<file path="config.mk">
export PLATFORM = sky130hd
export DESIGN_NAME = idma_desc64_r_unpack
export DESIGN_NICKNAME = d
export VERILOG_FILES = /design/src/rtl/idma_desc64_r_unpack.sv
export SDC_FILE = /design/constraint.sdc
export NUM_CORES = 1
export LEC_CHECK = 0
export CAP_MARGIN = 40
export CORE_MARGIN = 4
export CORE_UTILIZATION = 35
export DETAILED_ROUTE_END_ITERATION = 16
export DONT_BUFFER_PORTS = 1
export MAX_ROUTING_LAYER = met4
export PLACE_DENSITY = 0.5
export SLEW_MARGIN = 0
export SYNTH_ARGS = -nofsm -noshare
export SYNTH_HDL_FRONTEND = slang
export SYNTH_SLANG_ARGS = --single-unit
</file>
<file path="constraint.sdc">
create_clock -name clk_i -period 7.4 [get_ports clk_i]
set_input_delay 1.48 -clock clk_i [delete_from_list [all_inputs] [get_ports clk_i]]
set_output_delay 1.48 -clock clk_i [all_outputs]
set_load 0.05 [all_outputs]
</file>
<file path="src/rtl/idma_desc64_r_unpack.sv">
// -----------------------------------------------------------------------------
// idma_desc64_r_unpack
//   Descriptor read-response stage of the desc64 frontend. Collects AXI R beats
//   of descriptor fetches into full descriptors, presents them downstream
//   through a single output register, returns the next pointer to the
//   AR-generation stage, and discards speculatively fetched descriptors the
//   AR-generation stage asks to flush.
//
//   Optional feature macro: IDMA_DESC64_R_RESP_CHECK_EN
//     defined   : R error responses and r_last_i mismatches pulse err_o, and a
//                 descriptor with any erroneous beat is dropped.
//     undefined : r_resp_i / r_last_i are ignored and err_o is tied low.
// -----------------------------------------------------------------------------
module idma_desc64_r_unpack #(
    parameter int unsigned DataWidth    = 64,
    parameter int unsigned AddrWidth    = 64,
    parameter int unsigned DescWidth    = 256,
    parameter int unsigned NextWordIdx  = 1,
    parameter int unsigned NSpeculation = 4,
    localparam int unsigned FlushWidth  = $clog2(NSpeculation + 1)
) (
    input  logic                  clk_i,
    input  logic                  rst_i,
    // AXI R channel (descriptor fetches only)
    input  logic [DataWidth-1:0]  r_data_i,
    input  logic [1:0]            r_resp_i,
    input  logic                  r_last_i,
    input  logic                  r_valid_i,
    output logic                  r_ready_o,
    // flush request from the AR-generation stage
    input  logic [FlushWidth-1:0] n_flush_i,
    input  logic                  n_flush_valid_i,
    // assembled descriptor
    output logic [DescWidth-1:0]  desc_o,
    output logic                  desc_valid_o,
    input  logic                  desc_ready_i,
    // next pointer back to the AR-generation stage
    output logic [AddrWidth-1:0]  next_addr_o,
    output logic                  next_addr_valid_o,
    // status
    output logic                  err_o,
    output logic                  busy_o
);

    // -------------------------------------------------------------------------
    // Derived constants
    // -------------------------------------------------------------------------
    localparam int unsigned Beats    = DescWidth / DataWidth;
    localparam int unsigned BeatCntW = (Beats > 1) ? $clog2(Beats) : 1;
    localparam int unsigned CntW     = FlushWidth + 1;
    localparam int unsigned SumW     = CntW + 1;

    localparam logic [BeatCntW-1:0] LastBeat = BeatCntW'(Beats - 1);
    localparam logic [CntW-1:0]     FlushMax = {CntW{1'b1}};

    // -------------------------------------------------------------------------
    // State
    // -------------------------------------------------------------------------
    logic [BeatCntW-1:0]  beat_cnt_q, beat_cnt_d;
    logic                 hold_q, hold_d;
    logic [CntW-1:0]      flush_cnt_q, flush_cnt_d;
    logic [DescWidth-1:0] asm_q, asm_d;    // assembly buffer, filled beat by beat
    logic [DescWidth-1:0] desc_q, desc_d;  // output register, stable while valid

    // -------------------------------------------------------------------------
    // Handshake and flush decode
    // -------------------------------------------------------------------------
    logic                  is_last_beat;
    logic                  r_hs;
    logic                  last_hs;
    logic [FlushWidth-1:0] flush_req;
    logic [SumW-1:0]       flush_sum;
    logic [CntW-1:0]       flush_sat;
    logic                  flush_drop;
    logic                  err_drop;
    logic                  present;

    assign is_last_beat = (beat_cnt_q == LastBeat);

    // The final beat stalls while a descriptor is held and nothing is pending
    // flush; this also guarantees a valid-low gap between descriptors.
    assign r_ready_o = !rst_i && !(hold_q && is_last_beat && (flush_cnt_q == '0));

    assign r_hs    = r_valid_i && r_ready_o;
    assign last_hs = r_hs && is_last_beat;

    // Pending-flush arithmetic: accumulate the request (saturating), then let a
    // completing descriptor consume one pending flush, including one requested
    // in this very cycle.
    assign flush_req  = n_flush_valid_i ? n_flush_i : '0;
    assign flush_sum  = SumW'(flush_cnt_q) + SumW'(flush_req);
    assign flush_sat  = flush_sum[CntW] ? FlushMax : flush_sum[CntW-1:0];
    assign flush_drop = last_hs && (flush_sat != '0);

    assign present = last_hs && !flush_drop && !err_drop;

    // -------------------------------------------------------------------------
    // Optional response checking
    // -------------------------------------------------------------------------
`ifdef IDMA_DESC64_R_RESP_CHECK_EN
    logic err_flag_q, err_flag_d;  // sticky: current descriptor saw an error beat
    logic err_q, err_d;
    logic unused_resp;

    assign unused_resp = r_resp_i[0];

    // Error flag tracking and one-cycle error pulse generation
    always_comb begin
        err_flag_d = err_flag_q;
        err_d      = 1'b0;
        if (r_hs) begin
            if (r_resp_i[1]) begin
                err_flag_d = 1'b1;
            end
            err_d = r_resp_i[1] || (r_last_i != is_last_beat);
            if (is_last_beat) begin
                err_flag_d = 1'b0;
            end
        end
    end

    // Error state registers
    always_ff @(posedge clk_i) begin
        if (rst_i) begin
            err_flag_q <= 1'b0;
            err_q      <= 1'b0;
        end else begin
            err_flag_q <= err_flag_d;
            err_q      <= err_d;
        end
    end

    assign err_drop = err_flag_q || r_resp_i[1];
    assign err_o    = err_q;
`else
    logic unused_resp;

    assign unused_resp = ^{r_resp_i, r_last_i};
    assign err_drop    = 1'b0;
    assign err_o       = 1'b0;
`endif

    // -------------------------------------------------------------------------
    // Next-state logic: beat counter, assembly, output register, flush counter
    // -------------------------------------------------------------------------
    // NOTE: every _d gets its hold value before any condition, so no path
    // leaves a variable unassigned and no latch is inferred.
    always_comb begin
        beat_cnt_d  = beat_cnt_q;
        hold_d      = hold_q;
        asm_d       = asm_q;
        desc_d      = desc_q;
        flush_cnt_d = flush_sat - CntW'(flush_drop);

        if (hold_q && desc_ready_i) begin
            hold_d = 1'b0;
        end

        if (r_hs) begin
            asm_d[beat_cnt_q*DataWidth +: DataWidth] = r_data_i;
            beat_cnt_d = is_last_beat ? '0 : beat_cnt_q + 1'b1;
        end

        // Only a descriptor that survives flush and error checks reaches the
        // output register; dropped ones leave desc_q and hold_q untouched.
        if (present) begin
            desc_d = asm_d;
            hold_d = 1'b1;
        end
    end

    // State registers
    // NOTE: sequential state uses non-blocking assignments so all flops update
    // together from values sampled before the edge.
    always_ff @(posedge clk_i) begin
        if (rst_i) begin
            beat_cnt_q  <= '0;
            hold_q      <= 1'b0;
            flush_cnt_q <= '0;
            // NOTE: the data registers are reset too, so desc_o reads zero after
            // reset and a partial descriptor cannot leak into the next one.
            asm_q       <= '0;
            desc_q      <= '0;
        end else begin
            beat_cnt_q  <= beat_cnt_d;
            hold_q      <= hold_d;
            flush_cnt_q <= flush_cnt_d;
            asm_q       <= asm_d;
            desc_q      <= desc_d;
        end
    end

    // -------------------------------------------------------------------------
    // Outputs
    // -------------------------------------------------------------------------
    assign desc_o            = desc_q;
    assign desc_valid_o      = hold_q;
    assign next_addr_o       = desc_q[AddrWidth*NextWordIdx +: AddrWidth];
    assign next_addr_valid_o = hold_q;
    assign busy_o            = (beat_cnt_q != '0) || hold_q || (flush_cnt_q != '0);

`ifndef SYNTHESIS
    // A new flush request is only legal once all earlier flushes are consumed.
    flush_while_pending : assert property (
        @(posedge clk_i) disable iff (rst_i)
        (n_flush_valid_i && (n_flush_i != '0)) |-> (flush_cnt_q == '0)
    );
`endif

endmodule

</file>
==> summary by stage, run 1 <==
Status
The run finished with clean final reports.

Critical path
Among all stages on the critical path, the largest delay is contributed by sky130_fd_sc_hd__and4_4. The maximum single-stage delay on the critical path is 0.80 ns. The number of buffers and inverters on the critical path is 3. At the worst endpoint, the required time is between 7 and 8 ns. The cell type group with the largest total delay on the critical path is simple AND/OR/NAND/NOR gates. The category of the most critical setup path is primary input to flop. The type of element capturing the critical path is a flop. The arrival time of data at the critical path endpoint is 4.93 ns. STA classifies the critical path startpoint as a primary input.

The maximum fanout count along the critical path is 66. The critical path goes through and2_1 > ha_1 > inv_1 > fa_1 > nor2_1 > a22o_4 > buf_16 > and4_4 > buf_12 > mux2i_1.

Synthesis
The post-synthesis average cell area is about 10 µm². The number of nets in the synthesized netlist is 1965. Sequential elements use 47.4% of the synthesized area. The Yosys step of the flow raised 0 warnings. The flip-flop and latch count after synthesis is ~460. The post-synthesis cell count is 1879.

The cell area that synthesis handed to floorplanning was 0.0192 mm². The number of distinct library cell variants in the gate-level netlist after synthesis is 42.

Detailed routing
In this run, the number of DRC markers left after iteration 0 of detailed routing was 880. Dividing the detail-routed via count by the number of cells gives 5.48. The total iterations of the first detailed-routing run is 5.

The length of routed wiring on met1 is between 20 and 30 mm. The routed wire length per instance is 22.5 µm. For this run, design rule violations remaining after detail routing come to 0. The met3 layer wire length in the routed design is roughly 4 mm. The detail route stage leaves a number of antenna-violating nets equal to 0. Summed over all layers, the routed wires come to 56.5 mm. The number of vias in the routed layout is 13700. The detailed router used layers up to and including met4.

The routed design uses around 26 mm of met2 wire.

Clock tree
The number of hold buffers added after cts is 0. TritonCTS built the clock tree. The clock tree root buffer cell is sky130_fd_sc_hd__clkbuf_16. The clock tree synthesis step divided the H-tree into 2 levels.

The insertion delay of the later-clocked pin in the worst-skew pair is 0.58 ns. No sink is reached through more buffers than the 3 on the longest clock path. The total clock sinks is 455. The number of buffers inserted during clock tree synthesis is 52. Clock-pin slew was measured on the worst setup and hold paths at ~0.06 ns. In this run, post-CTS repair resized a total of 0 instances. Post-CTS timing repair inserted 0 buffers for setup.

Power
The leakage component of the power is 7.99 nW. Dividing total power by cell area gives a power density of ~260 mW/mm². Total power for the finished layout comes to 5.55 mW. Across the VDD grid, the largest voltage drop is ~0.00015 V.

Timing
The number of failing hold endpoints at the final stage is 0. For the final database, setup skew stands at 0.0119 ns. Setup repair after global routing left no endpoint under its margin. Derived from the worst setup path, the maximum achievable clock frequency is 226 MHz.

The tightest hold margin is between 0.4 and 0.5 ns. The final-report setup violation count is 0. Headroom to the max-slew limit came out at 16.1%. The share of the cycle needed by the critical path after routing is 59.8%.

Adding up every negative setup slack in the final design gives 0 ns. The count of final max-slew check failures is 0. Across all setup checks in the final design, the least slack found is 2.97 ns. Subtracting the final worst setup slack from the clock period gives 4.43 ns.

The slew at the pin closest to its max-slew limit is 1.26 ns.

Place
The detailed-placement wirelength estimate is 34.6 mm. The worst-case setup slack after placement is 2.34 ns. Routability-driven placement finished with a final weighted congestion of 0.756. Input and output buffers added on the ports amount to 0. The number of instances in the placed design is 2410.

Global routing
Across every metal layer, demand over resource in global routing totals between 10% and 20%. The number of global-route vias before repair was 13500. The initial antenna violation count is 0.

The first global-routing pass estimated 87.0 mm of wire. The final global-route overflow total is 0. The pin count of the biggest net entering global routing is around 270.

Floorplan
In this run the horizontal extent of the chip is 242 µm. The site row count is 85. Once the floorplan was initialized, standard cells occupied roughly 36% of the core. The die area is 0.0587 mm². The placeable core region is about 0.054 mm². From bottom edge to top edge, the die measures 242 µm. The total I/O pin count is 400.

Flow run
The count of maximum capacitance violations is 0.

Cells and area
The number of nets in the layout is around 1900. The number of standard cells in the final layout excluding fillers is ~2500. The area overhead of the layout relative to synthesis is 12.5%. Of the cells placed in the final design, the portion with a size suffix greater than 1 is 17.4%.

Hold path
The class of the tightest hold or removal check is flop to flop.
## state kept, by name, summed over array words and instances (netlist names)
name          flops
asm_q           192
beat_cnt_q        2
desc_valid_o      1
flush_cnt_q       4
desc_o          256
## through the flow
stage | instance area, µm² | util (%)
2_1_floorplan | 19200 | -
3_3_place_gp | 18900 | 35.1
3_5_place_dp | 19800 | 36.7
4_1_cts | 21600 | 40.0
5_1_grt | 21600 | 40.0
6_report | 21600 | 40.0
## report_power, final
group / switching [mW] / leakage, nW / internal, mW
clock network: 1.03 / 0.889 / 1.62
registers: 0.0175 / 3.67 / 2.47
logic: 0.302 / 3.43 / 0.105
total: 1.35 / 7.99 / 4.19
## per-layer routing
layer / up-vias / GRT usage, %
li1: 6396 / -
met1: 6834 / 24.3
met2: 406 / 29.6
met3: 85 / 5.22
met4: 0 / 5.22
met5: - / -
## cells by family after synthesis
kind of cell / share of synthesized area (%)
AND/OR/NAND/NOR: 11.8
flip-flops: 47.4
AO/OA/AOI/OAI: 17.7
buffers and inverters: 8.84
multiplexers: 13.4
adder cells (fa/ha/maj): 0.756
other: 0.0195
XOR/XNOR: 0.0456
## final cells by class
class / count / area, µm²
antenna: 1 / 2.50
clock buffer: 78 / 1590
clock inverter: 17 / 199
fill: 5228 / 32400
inverter: 73 / 282
multi-input combinational: 1091 / 8470
sequential: 455 / 9110
tap: 696 / 871
timing repair buffer: 95 / 1080
## placed cells by master (no fill, tap or decap), types with 2 or more instances in the layout
cell type and n:
sky130_fd_sc_hd__dfxtp_1 455, sky130_fd_sc_hd__mux2i_1 257, sky130_fd_sc_hd__nor2_1 135, sky130_fd_sc_hd__and2_1 132, sky130_fd_sc_hd__nand2_1 131, sky130_fd_sc_hd__a41oi_1 128, sky130_fd_sc_hd__a211oi_2 120, sky130_fd_sc_hd__inv_1 72
sky130_fd_sc_hd__nand3_1 66, sky130_fd_sc_hd__a32oi_1 64, sky130_fd_sc_hd__buf_6 60, sky130_fd_sc_hd__clkbuf_16 53, sky130_fd_sc_hd__buf_4 24, sky130_fd_sc_hd__clkbuf_8 17, sky130_fd_sc_hd__ha_1 10, sky130_fd_sc_hd__clkinv_2 9
sky130_fd_sc_hd__a211oi_1 8, sky130_fd_sc_hd__clkbuf_1 8, sky130_fd_sc_hd__a21oi_1 5, sky130_fd_sc_hd__buf_8 5, sky130_fd_sc_hd__bufinv_16 4, sky130_fd_sc_hd__buf_16 4, sky130_fd_sc_hd__nor2b_1 3, sky130_fd_sc_hd__o211ai_1 3
sky130_fd_sc_hd__nor3b_2 3, sky130_fd_sc_hd__o211a_4 3, sky130_fd_sc_hd__o21ai_0 2, sky130_fd_sc_hd__a211o_1 2, sky130_fd_sc_hd__and3_1 2, sky130_fd_sc_hd__nand2b_1 2, sky130_fd_sc_hd__clkinv_4 2, sky130_fd_sc_hd__buf_12 2
## final timing paths
check	from	to	slack (ns)	cells after the start
setup / recovery	n_flush_i[0]	desc_o[229]	2.97	10
hold / removal	asm_q[124]	asm_q[124]	0.48	2
setup reg to reg	flush_cnt_q[0]	desc_o[229]	3.71	9
hold reg to reg	asm_q[124]	asm_q[124]	0.48	2
## synthesized netlist by cell type
master | instances | area, µm²
sky130_fd_sc_hd__a32oi_1 | 64 | 561
sky130_fd_sc_hd__buf_6 | 20 | 225
sky130_fd_sc_hd__mux2i_1 | 257 | 2570
sky130_fd_sc_hd__a22oi_1 | 1 | 7.51
sky130_fd_sc_hd__nand3b_1 | 1 | 7.51
sky130_fd_sc_hd__nand2_1 | 131 | 492
sky130_fd_sc_hd__clkbuf_2 | 2 | 10.0
sky130_fd_sc_hd__or2_2 | 1 | 6.26
sky130_fd_sc_hd__o211a_1 | 3 | 30.0
sky130_fd_sc_hd__xnor2_1 | 1 | 8.76
sky130_fd_sc_hd__clkinv_1 | 1 | 3.75
sky130_fd_sc_hd__inv_1 | 72 | 270
sky130_fd_sc_hd__a21oi_1 | 5 | 25.0
sky130_fd_sc_hd__fa_1 | 1 | 20.0
sky130_fd_sc_hd__ha_1 | 10 | 125
sky130_fd_sc_hd__a2111oi_2 | 1 | 15.0
sky130_fd_sc_hd__a211oi_2 | 120 | 1500
sky130_fd_sc_hd__nor3_1 | 1 | 5.00
sky130_fd_sc_hd__buf_1 | 1 | 3.75
sky130_fd_sc_hd__a211o_1 | 2 | 17.5
sky130_fd_sc_hd__o211ai_1 | 3 | 22.5
sky130_fd_sc_hd__and2_1 | 132 | 826
sky130_fd_sc_hd__dfxtp_1 | 455 | 9110
sky130_fd_sc_hd__a22o_1 | 1 | 8.76
sky130_fd_sc_hd__nor3b_1 | 3 | 22.5
sky130_fd_sc_hd__o21ai_0 | 2 | 10.0
sky130_fd_sc_hd__and4_1 | 1 | 8.76
sky130_fd_sc_hd__and3_1 | 2 | 12.5
sky130_fd_sc_hd__nand2b_1 | 2 | 12.5
sky130_fd_sc_hd__nor2_1 | 136 | 510
sky130_fd_sc_hd__a41oi_1 | 128 | 1120
sky130_fd_sc_hd__or4_1 | 1 | 7.51
sky130_fd_sc_hd__buf_4 | 71 | 533
sky130_fd_sc_hd__buf_2 | 23 | 115
sky130_fd_sc_hd__clkbuf_1 | 143 | 537
sky130_fd_sc_hd__nand3_1 | 66 | 330
sky130_fd_sc_hd__nor2b_1 | 3 | 18.8
sky130_fd_sc_hd__nand4_1 | 1 | 6.26
sky130_fd_sc_hd__o211ai_2 | 1 | 12.5
sky130_fd_sc_hd__nor4_1 | 1 | 6.26
sky130_fd_sc_hd__a211oi_1 | 8 | 60.1
sky130_fd_sc_hd__conb_1 | 1 | 3.75
## tightest hold or removal path, cell delays in order (launching register included)
cell	delay, ns
sky130_fd_sc_hd__dfxtp_1	0.30
sky130_fd_sc_hd__a32oi_1	0.10
sky130_fd_sc_hd__inv_1	0.05
(Power assumes the default switching activity.)
==> inputs of run 2 (changes only) <==
Settings changed: PLACE_DENSITY 0.5 to 0.52.
Clock period 7.4 ns to 3.78 ns, I/O delays scaled along.
==> run 2 against run 1 <==
  * Die area unchanged
  * Cell count grew 0.48%
  * Critical path depth decreased by 8
  * Sequential power is 96% higher
  * Flip-flop and latch count is the same
  * Sequential share of layout area shrank 0.22 points
  * Worst setup slack got worse by 2.3 ns
  * First-iteration DRC count grew 1.1%
  * Clock power up 94%
  * Non-clock buffer count increased by 13
  * Combinational power rose by 91%
  * Clock skew rose by 0.011 ns
  * Highest routed layer unchanged
==> summary by stage, run 2 (synthesis results as in run 1) <==
Status
The flow ran to the end, and the final reports show no timing, DRC or antenna violations.

Cells and area
The core occupancy in the finished layout is 40.2% (+0.21 points). The fraction of layout cells with a size suffix above 1 is 17.7% (+0.33 points). The library cell used most frequently in the layout, excluding fill and tap cells, is sky130_fd_sc_hd__dfxtp_1. In the layout the commonest cells are 455 x sky130_fd_sc_hd__dfxtp_1, 257 x sky130_fd_sc_hd__mux2i_1, 135 x sky130_fd_sc_hd__nor2_1. The number of nets in the layout was 1866 (+0.65%).

Relative to the synthesized area, the layout overhead comes to 13.1%. The flip-flop count of the largest register after layout is 256 (unchanged).

Timing
The worst setup skew after layout was 0.0232 ns (+0.0113 ns). The setup TNS after final layout came to 0 ns (unchanged). The peak clock frequency supported by timing is 327 MHz.

Setup repair after global routing left no endpoint under its margin. The slew at the pin closest to its max-slew limit is 0.891 ns (-0.366 ns). The share of the cycle needed by the critical path after routing is 80.9%. The count of final max-slew check failures is 0 (unchanged). The final-report setup violation count is 0 (unchanged). The number of failing hold endpoints at the final stage is 0 (unchanged). The remaining max-slew budget at the tightest pin is 40.6% (+24 points).

The tightest hold margin is 0.309 ns (-0.168 ns). The time the final worst path needs with I/O delays and setup is 3.06 ns.

Flow run
The count of maximum capacitance violations is 0 (unchanged).

Power
The maximum vdd drop was 0.000295 V (+96%). The internal power component was 8.16 mW (+94%). The combinational share of power is 7.2% (-0.2 points). The switching power is 2.62 mW (+93%).

The power density over the cells is 496 mW/mm² (+93%). The fraction of power consumed by sequential logic was 45.2% (+0.4 points). The clock network power share is 47.6% (-0.2 points). The switching portion of total power is 24.3% (-0.11 points). The leakage component of the power is 8.04 nW (+0.59%). The final total power was 10.8 mW (+94%).

Clock tree
The total number of H-tree levels is 2 (unchanged). The insertion delay of the later-clocked pin in the worst-skew pair was 0.58 ns (about the same). TritonCTS built the clock tree. The total clock sinks came to 455 (unchanged). The post-CTS repair timing setup buffer count is 0 (unchanged).

The number of hold buffers added after cts is 0 (unchanged). The number of buffers inserted during clock tree synthesis is 51 (-1.9%). The number of buffers between clock root and the deepest sink is 3 (unchanged). The register clock-pin slew on the reported worst setup and hold paths came to 0.06 ns (about the same).

The cell sitting at the root of the clock tree is a sky130_fd_sc_hd__clkbuf_16. The number of gates given a new drive strength after cts came to 0 (unchanged).

Floorplan
The y dimension of the die is 242 µm (unchanged). The die area is 0.0587 mm² (unchanged). The site row count is 85 (unchanged).

The initial standard-cell utilization of the core was 35.5% (unchanged). The total I/O pin count is 400 (unchanged). The placeable core region was 0.0540 mm² (unchanged). The overall die width is 242 µm (unchanged).

Place
The detailed-placement wirelength estimate is 34.2 mm (-1.2%). The weighted congestion reported at the end of routability-driven placement is 0.739 (-2.3%). The count of port buffers added during placement is 0 (unchanged).

Detailed routing
The average via count per standard cell is 5.47 (about the same). The number of nets with antenna violations after routing is 0 (unchanged). The number of DRC markers in iteration 0 is 890 (+1.1%). The routed wire length per instance was 22.1 µm (-2.1%). The DRC violation count after routing is 0 (unchanged). The final wirelength is 55.6 mm (-1.6%).

The total iterations of the first detailed-routing run came to 5 (unchanged). The number of vias in the routed layout is 13800 (+0.47%).

Critical path
The type of origin of the critical path is a flop. The maximum fanout count along the critical path is 8 (-88%). The data required time at the worst endpoint is 3.02 ns (-4.88 ns). The arrival time of data at the critical path endpoint came to 2.30 ns (-2.63 ns). The type of element capturing the critical path is an output pin. The internal reg-to-reg setup slack is 1.04 ns (-2.67 ns). The category of the most critical setup path is flop to output pin.

Global routing
The number of global-route vias before repair came to 13500 (-0.52%). The first-pass GRT wire length is 85.6 mm (-1.7%). The final global-route overflow total is 0 (unchanged).

The aggregate global-route resource usage came to 18.7% (-0.29 points). The pin count of the biggest net entering global routing came to 267 (unchanged). The initial antenna violation count is 2 (+2).

Hold path
The class of the tightest hold or removal check is primary input to flop.
[run 2: cell types whose count changed in the layout (fill, tap and decap cells not counted), moves of 3 or more]
cell and change:
sky130_fd_sc_hd__clkbuf_1 +3, sky130_fd_sc_hd__buf_12 +12, sky130_fd_sc_hd__buf_8 -4, sky130_fd_sc_hd__buf_4 +6
sky130_fd_sc_hd__buf_6 +3, sky130_fd_sc_hd__clkbuf_8 -6, sky130_fd_sc_hd__buf_16 -4
[run 2: metal layers]
layer | vias up | wire length, µm | GRT usage (%)
met1 | 6878 | 25500 | 24.6
met2 | 415 | 25700 | 29.3
met3 | 72 | 3400 | 4.03
li1 | 6420 | - | -
met5 | - | 0 | -
met4 | 0 | 1040 | 4.76
[run 2: worst paths after layout]
| path | cells after the start | startpoint | to |
|---|---|---|---|
| worst max-delay path | 2 | flush_cnt_q[3] | busy_o |
| worst min register to register | 2 | asm_q[81] | asm_q[81] |
| worst min-delay path | 2 | r_data_i[51] | asm_q[115] |
| worst max register to register | 8 | flush_cnt_q[0] | desc_o[52] |
[run 2: power groups by stage]
stage / Sequential, mW / Combinational, mW / Clock (mW)
floorplan: 4.97 / 0.585 / 0
detailed placement: 4.97 / 0.788 / 0
finish: 4.87 / 0.780 / 5.13
global placement: 4.97 / 0.783 / 0
global route: 4.87 / 0.841 / 5.48
CTS: 4.87 / 0.792 / 5.29
[run 2: cell type report]
| type | count | area (µm²) |
|---|---|---|
| clock buffer | 75 | 1520 |
| antenna | 2 | 5.00 |
| timing repair buffer | 108 | 1230 |
| clock inverter | 18 | 233 |
| sequential | 455 | 9110 |
| fill | 5169 | 32300 |
| inverter | 73 | 282 |
| multi-input combinational | 1091 | 8470 |
| tap | 696 | 871 |
[run 2: worst max-delay path, cell delays in order, from the launching register on]
cell,delay [ns]
sky130_fd_sc_hd__dfxtp_1,0.36
sky130_fd_sc_hd__nor4_1,0.73
sky130_fd_sc_hd__nand3_1,0.65
[run 2: through the flow]
step	setup WS, ns	cells	cell area, µm²
2_1_floorplan	0.330	1879	19200
3_3_place_gp	0.504	2359	19200
3_5_place_dp	0.493	2423	20000
4_1_cts	0.666	2516	21700
5_1_grt	0.550	2516	21700
6_report	0.722	2518	21700
